`src/rtl/bolme_birimi.sv`:
```
// bolme_birimi: 32-bit integer divide/remainder unit for the yurut stage.
// Restoring radix-2 divider on operand magnitudes, one quotient bit per clock.
// Divide-by-zero and signed overflow are answered in the accept cycle
// without entering the iteration loop.
module bolme_birimi (
  input  logic        clk_i,
  input  logic        rst_i,
  input  logic        basla_i,
  input  logic [1:0]  islem_i,
  input  logic [31:0] bolunen_i,
  input  logic [31:0] bolen_i,
  output logic [31:0] sonuc_o,
  output logic        bolme_bitti_o
);

  localparam logic [1:0] BOSTA   = 2'd0;
  localparam logic [1:0] HESAPLA = 2'd1;
  localparam logic [1:0] BITTI   = 2'd2;

  logic [1:0]  durum_reg, durum_next;
  logic [4:0]  sayac_reg;
  logic [31:0] bolum_reg;    // dividend magnitude shifts out, quotient shifts in
  logic [31:0] bolen_reg;
  logic [31:0] kalan_reg;    // always below the divisor, so 32 bits hold it
  logic        isaret_reg;
  logic [1:0]  islem_reg;
  logic [31:0] sonuc_reg;

  // Operand decode for the accept cycle
  logic        isaretli;
  logic        bolunen_neg, bolen_neg;
  logic [31:0] bolunen_mutlak, bolen_mutlak;
  logic        sifira_bolme, tasma, ozel_durum;
  logic [31:0] ozel_sonuc;
  logic        isaret_yeni;
  logic        kabul, ozel_kabul;

  // Iteration datapath
  logic [32:0] kalan_kaydir;  // 33-bit trial value
  logic [32:0] fark;
  logic        bit_q;
  logic [31:0] kalan_yeni;
  logic [31:0] bolum_yeni;
  logic [31:0] ham_sonuc;
  logic [31:0] son_sonuc;

  // Decode operands, detect the zero-latency special cases
  always_comb begin
    isaretli       = ~islem_i[0];
    bolunen_neg    = isaretli & bolunen_i[31];
    bolen_neg      = isaretli & bolen_i[31];
    bolunen_mutlak = bolunen_neg ? (~bolunen_i + 32'd1) : bolunen_i;
    bolen_mutlak   = bolen_neg ? (~bolen_i + 32'd1) : bolen_i;
    sifira_bolme   = (bolen_i == 32'd0);
    tasma          = isaretli && (bolunen_i == 32'h8000_0000) && (bolen_i == 32'hFFFF_FFFF);
    ozel_durum     = sifira_bolme | tasma;
    if (sifira_bolme)
      ozel_sonuc = islem_i[1] ? bolunen_i : 32'hFFFF_FFFF;
    else
      ozel_sonuc = islem_i[1] ? 32'd0 : 32'h8000_0000;
    // remainder follows the dividend sign, quotient follows the sign difference
    isaret_yeni    = islem_i[1] ? bolunen_neg : (bolunen_neg ^ bolen_neg);
    kabul          = (durum_reg == BOSTA) && basla_i && !ozel_durum;
    ozel_kabul     = (durum_reg == BOSTA) && basla_i && ozel_durum;
  end

  // One restoring step: shift in next dividend bit, keep the difference if non-negative
  always_comb begin
    kalan_kaydir = {kalan_reg, bolum_reg[31]};
    fark         = kalan_kaydir - {1'b0, bolen_reg};
    bit_q        = ~fark[32];
    kalan_yeni   = bit_q ? fark[31:0] : kalan_kaydir[31:0];
    bolum_yeni   = {bolum_reg[30:0], bit_q};
    ham_sonuc    = islem_reg[1] ? kalan_yeni : bolum_yeni;
    son_sonuc    = isaret_reg ? (~ham_sonuc + 32'd1) : ham_sonuc;
  end

  // Next-state selection
  always_comb begin
    durum_next = durum_reg;
    case (durum_reg)
      BOSTA:   durum_next = kabul ? HESAPLA : BOSTA;
      HESAPLA: durum_next = (sayac_reg == 5'd31) ? BITTI : HESAPLA;
      BITTI:   durum_next = BOSTA;
      default: durum_next = BOSTA;
    endcase
  end

  // State, operand latches, iteration registers and result register
  always_ff @(posedge clk_i) begin
    if (rst_i) begin
      durum_reg  <= BOSTA;
      sayac_reg  <= 5'd0;
      bolum_reg  <= 32'd0;
      bolen_reg  <= 32'd0;
      kalan_reg  <= 32'd0;
      isaret_reg <= 1'b0;
      islem_reg  <= 2'd0;
      sonuc_reg  <= 32'd0;
    end else begin
      durum_reg <= durum_next;
      case (durum_reg)
        BOSTA: begin
          if (kabul) begin
            bolum_reg  <= bolunen_mutlak;
            bolen_reg  <= bolen_mutlak;
            kalan_reg  <= 32'd0;
            sayac_reg  <= 5'd0;
            isaret_reg <= isaret_yeni;
            islem_reg  <= islem_i;
          end
          if (ozel_kabul)
            sonuc_reg <= ozel_sonuc;
        end
        HESAPLA: begin
          kalan_reg <= kalan_yeni;
          bolum_reg <= bolum_yeni;
          sayac_reg <= sayac_reg + 5'd1;
          // last step: publish signed result so it is valid in BITTI
          if (sayac_reg == 5'd31)
            sonuc_reg <= son_sonuc;
        end
        default: ;
      endcase
    end
  end

  // Outputs: special cases bypass the register in the accept cycle
  always_comb begin
    sonuc_o       = sonuc_reg;
    bolme_bitti_o = 1'b1;
    case (durum_reg)
      BOSTA: begin
        if (ozel_kabul)
          sonuc_o = ozel_sonuc;
        bolme_bitti_o = !kabul;
      end
      HESAPLA: bolme_bitti_o = 1'b0;
      default: bolme_bitti_o = 1'b1;
    endcase
  end

endmodule

```
`config.mk`:
```
export PLATFORM = sky130hd
export DESIGN_NAME = bolme_birimi
export DESIGN_NICKNAME = d
export VERILOG_FILES = /design/src/rtl/bolme_birimi.sv
export SDC_FILE = /design/constraint.sdc
export NUM_CORES = 1
export LEC_CHECK = 0
export CORE_MARGIN = 1.5
export CORE_UTILIZATION = 60
export DETAILED_ROUTE_END_ITERATION = 12
export HOLD_SLACK_MARGIN = 0.03
export PLACE_DENSITY = 0.82
export SLEW_MARGIN = 20
export SYNTH_ARGS = -nofsm -noshare
export SYNTH_HDL_FRONTEND = slang
export SYNTH_SLANG_ARGS = --single-unit
```
`constraint.sdc`:
```
create_clock -name clk_i -period 13.1 [get_ports clk_i]
set_input_delay 3.93 -clock clk_i [delete_from_list [all_inputs] [get_ports clk_i]]
set_output_delay 3.93 -clock clk_i [all_outputs]
set_load 0.05 [all_outputs]
```
==> metrics.sh <==
GRT_ANTENNA_BEFORE_REPAIR=0
YOSYS.AREA_SHARE.ADDER_PCT=4.24
HOLD_PATH.CLASS='flop to flop'
SYNTH_AREA_LEADER_CELL='dfxtp_1'
INITIAL_UTILIZATION_PCT=61.9
TOTAL_SWITCHING_POWER_W=0.00105
MAX-SLEW-MARGIN-REL_PCT=28.9
PLACE_HPWL_MM=30.8
POSTLAYOUTCELLAREA_SQ_MM=0.0133
ROUTED-VIA-COUNT=13001
CPPEAKSTAGEDELAY_NS=0.88
UTILIZATION_PCT=70.4
DR.PASS1.ITERS=6
SYNTH_SEQUENTIAL_AREA_RATIO_PCT=23.5
YOSYS.AREA.TOP_TYPE_SHARE_PCT=23.5
HOLDBUFCOUNTCTS=0
SYNTHESIS.NETS=1761
CTS.ROOT.BUFFER_CELL='clkbuf_16'
DOMINANTREGCELLSYNTH='dfxtp_1'
ASYNCSETRESETFLOPFRACSYNTH_PCT=0
DRTANTENNAVIOLNETS=0
DETAIL_ROUTE.DRC_VIOLATIONS=0
ANTENNADIODECOUNT=0
COMBINATIONALPOWERSHARE_PCT=54.6
POWER_LEAKAGE_nW=4.95
CRITICAL_PATH.MOST_COMMON_CELL='or4_4'
CHIPWIDTH_UM=143
AREA_FRACTION_IN_AND_OR_NAND_AND_NOR_CELLS_AFTER_SYNTHESIS_PCT=25.7
RUN_STATUS='complete, no violations'
DRT_WL_TOTAL_MM=41.5
COUNT_OF_FLIP_FLOPS_WITH_A_BUILT_IN_ENABLE_AFTER_SYNTHESIS=0
PATH_CLK_SLEW_NS=0.06
TOP_LEVEL_PORTS=102
SYNTH.TOP_CELLS.BY_COUNT='243 x nor2_1, 200 x nand2_1, 137 x dfxtp_1, 129 x a21oi_1, 75 x o21ai_0'
TRITONCTS.NUM_BUFFERS=17
SETUP-VIOLATIONS-FINAL=0
RR_ENDPOINT='sonuc_reg[28]$_SDFFE_PP0P_'
GRT_MAX_DEGREE=105
ROUTE.DETAILED.VIAS_PER_INST=6.65
FILL_CELLS=1644
CRIT_PATH_CELL_TRACE='clkdlybuf4s50_1 > or4_4 > or3_1 > or4_4 > or4_4 > or3_4 > o21ai_4 > nand3_4 > buf_4 > o31ai_2 > clkdlybuf4s50_1'
SYNTH.AREA.MUX_SHARE_PCT=2.77
MAPPED_AREA_SQ_MM=0.0117
LAYOUTNONFILLERINSTCOUNT=1955
CLOCK_PATH_BUFFERS=2
SHARE_OF_THE_SYNTHESIZED_AREA_IN_COMPOUND_GATES_AO_OA_AOI_OAI_PCT=29.8
POWER_FRAC_SEQ_PCT=23.2
FIN_CRIT_SH_PCT=95.7
DIE_AREA_SQ_MM=0.0203
YS_FF_LATCH=137
CP-START-KIND='input port'
FINAL-SEQ-AREA_SQ_MM=0.00274
YOSYSWARNINGCOUNT=0
POWER-PER-CELL-AREA_mW_PER_MM2=170
FINALWEIGHTEDCONGESTION=0.962
DETAILROUTE.WIRELENGTH.MET3_MM=4.10
AREA_GROWTH_FROM_SYNTHESIS_TO_LAYOUT_PCT=13.8
M1WIRELENGTH_MM=17.6
CLOCK_POWER_SHARE_PCT=22.2
CTS_TREE='done'
TYPE_OF_THE_WORST_SETUP_PATH='input port to output port'
POST_DRT_WL_PER_CELL_UM=21.2
FINAL_PERIOD_MINUS_WORST_SETUP_SLACK_NS=12.54
CLK_LATENCY_NS=0.43
FIN_HOLD_WS_NS=0.457
SLEW_VIOLATIONS=0
SYNTH_TOP_FAMILY_BY_AREA='compound AO/OA/AOI/OAI gates'
NUMCLOCKSINKS=137
POWER_REPORT.INTERNAL_TOTAL_W=0.00122
CTS_HTREE_LEVELS=4
YOSYSUNIQUECELLTYPES=94
R2R-START='bolum_reg[31]$_SDFFE_PP0P_'
REQUIRED_NS=9.17
DPL-INSTANCE-AREA_SQ_MM=0.0127
CTS_RESIZED=0
DP_CELLS=1922
REPORT.FINAL.HOLD_VIOL_COUNT=0
CRIT_FANOUT=15
VIAS_IN_THE_FIRST_GLOBAL_ROUTE=11758
SYNTHXORXNORAREAFRAC_PCT=7.79
PLACE.PORT_BUFFERS=101
DESIGN.CORE.AREA_SQ_MM=0.0189
MAX_CAP_VIOL_COUNT=0
TIMING.SETUP.TNS_NS=0
GRT_SETUP_UNREPAIRED='no'
SYNTH.TOP_CELLS.BY_AREA='dfxtp_1 23%, nor2_1 7.8%, nand2_1 6.4%'
SYNTHESIS.AREA_PER_INSTANCE_SQ_UM=7.07
FP.DIEH_UM=143
DETAILROUTE.WIRELENGTH.MET2_MM=18.5
MAX_SLEW.WORST_PIN.SLEW_NS=1.06
FLOORPLAN.ROWS=50
FINALNETCOUNT=1790
NETSWITCHINGFRACTION_PCT=46.3
MAX_FREQ_GHz=0.0797
WORST_HOLD_PATH_STAGE_COUNT=2
GRT_PASS1_WL_MM=64.4
TIMING.HOLD.WORST.START='bolen_reg[29]$_SDFFE_PP0P_'
FINAL.SETUP_SKEW_NS=0.0119
DRIVE_ABOVE_1_SHARE_PCT=6.43
SYNTH_CELLS=1653
FIRST_ITER_VIOLATIONS=1604
GLOBAL_ROUTE.OVERFLOW_TOTAL=0
WHS_ENDPOINT='bolen_reg[29]$_SDFFE_PP0P_'
TIMING.CRITICAL_PATH.ARRIVAL_NS=8.61
R2R_CELLS=22
CRITICAL-PATH-SLOWEST-CELL='clkdlybuf4s50_1'
DR.MAX_LAYER_USED='met4'
MULTI_INPUT_AREA_SQ_MM=0.00825
SYNTH_MOST_COMMON_CELL='nor2_1'
POSTCTSSETUPBUFFERS=0
IR_DROP_mV=0.139
SETUP.WORST_PATH.END_CLASS='output port'
TIMING.REG2REG.SETUP_SLACK_NS=7.01
GR-USAGE-ALL-LAYERS_PCT=40.8
-- worst max path at each step --
stage,start,to,slack [ns],cells after the start
finish,bolunen_i[13],sonuc_o[2],0.56,11
global route,bolunen_i[13],sonuc_o[2],0.46,11
CTS,bolunen_i[13],sonuc_o[2],0.61,11
detailed placement,bolunen_i[13],sonuc_o[2],0.61,11
global placement,bolunen_i[13],sonuc_o[2],0.71,11
floorplan,bolunen_i[13],sonuc_o[2],1.82,9
-- cells by family (layout without fill, tap and decap cells) --
family	Yosys count	in the layout
xor gates and xnor gates	101	101
muxes	32	32
DFF	137	137
buffers and inverters	169	211
and+or+nand+nor	654	654
AOI/OAI and AO/OA	521	521
adders and majority gates	39	39
-- through the flow --
step	total power [W]	worst slack, ns
2_1_floorplan	0.00141	1.82
3_3_place_gp	0.00170	0.708
3_5_place_dp	0.00172	0.614
4_1_cts	0.00222	0.606
5_1_grt	0.00238	0.458
6_report	0.00226	0.558
-- power groups by stage --
stage / Sequential (W) / Combinational [W] / Clock [W]
2_1_floorplan: 0.000505 / 0.000907 / 0
3_3_place_gp: 0.000529 / 0.00117 / 0
3_5_place_dp: 0.000530 / 0.00119 / 0
4_1_cts: 0.000521 / 0.00120 / 0.000497
5_1_grt: 0.000529 / 0.00133 / 0.000516
6_report: 0.000525 / 0.00124 / 0.000501
-- layout by cell type, fill, tap and decap left out, types with 46 or more instances in the layout --
master | Yosys | final
o21ai_0 | 75 | 75
dfxtp_1 | 137 | 136
xor2_1 | 50 | 50
a211oi_1 | 46 | 46
nor2_1 | 243 | 240
inv_1 | 57 | 57
xnor2_1 | 49 | 49
a21oi_1 | 129 | 129
nand2_1 | 200 | 199
clkdlybuf4s50_1 | 0 | 100
-- final cells by class --
class                   count  area share (%)
well taps                 260            2.45
repair buffers            119            8.69
clock inverters            12            1.13
multi-input cells        1347            62.1
flip-flops and latches    137            20.6
inverters                  60            1.69
clock buffers              20            3.36
-- metal layers --
| metal | track usage (%) | up-vias |
|---|---|---|
| met2 | 62.9 | 727 |
| met3 | 7.17 | 89 |
| met1 | 56.8 | 6136 |
| li1 | - | 6049 |
| met5 | 0 | - |
| met4 | 15.0 | 0 |
-- worst max-delay path, delay by kind of cell --
family                 cells  cell delay [ns]
AOI/OAI and AO/OA          2             0.48
and+or+nand+nor            6             2.51
buffers and inverters      3             1.69
(Power assumes the default switching activity.)
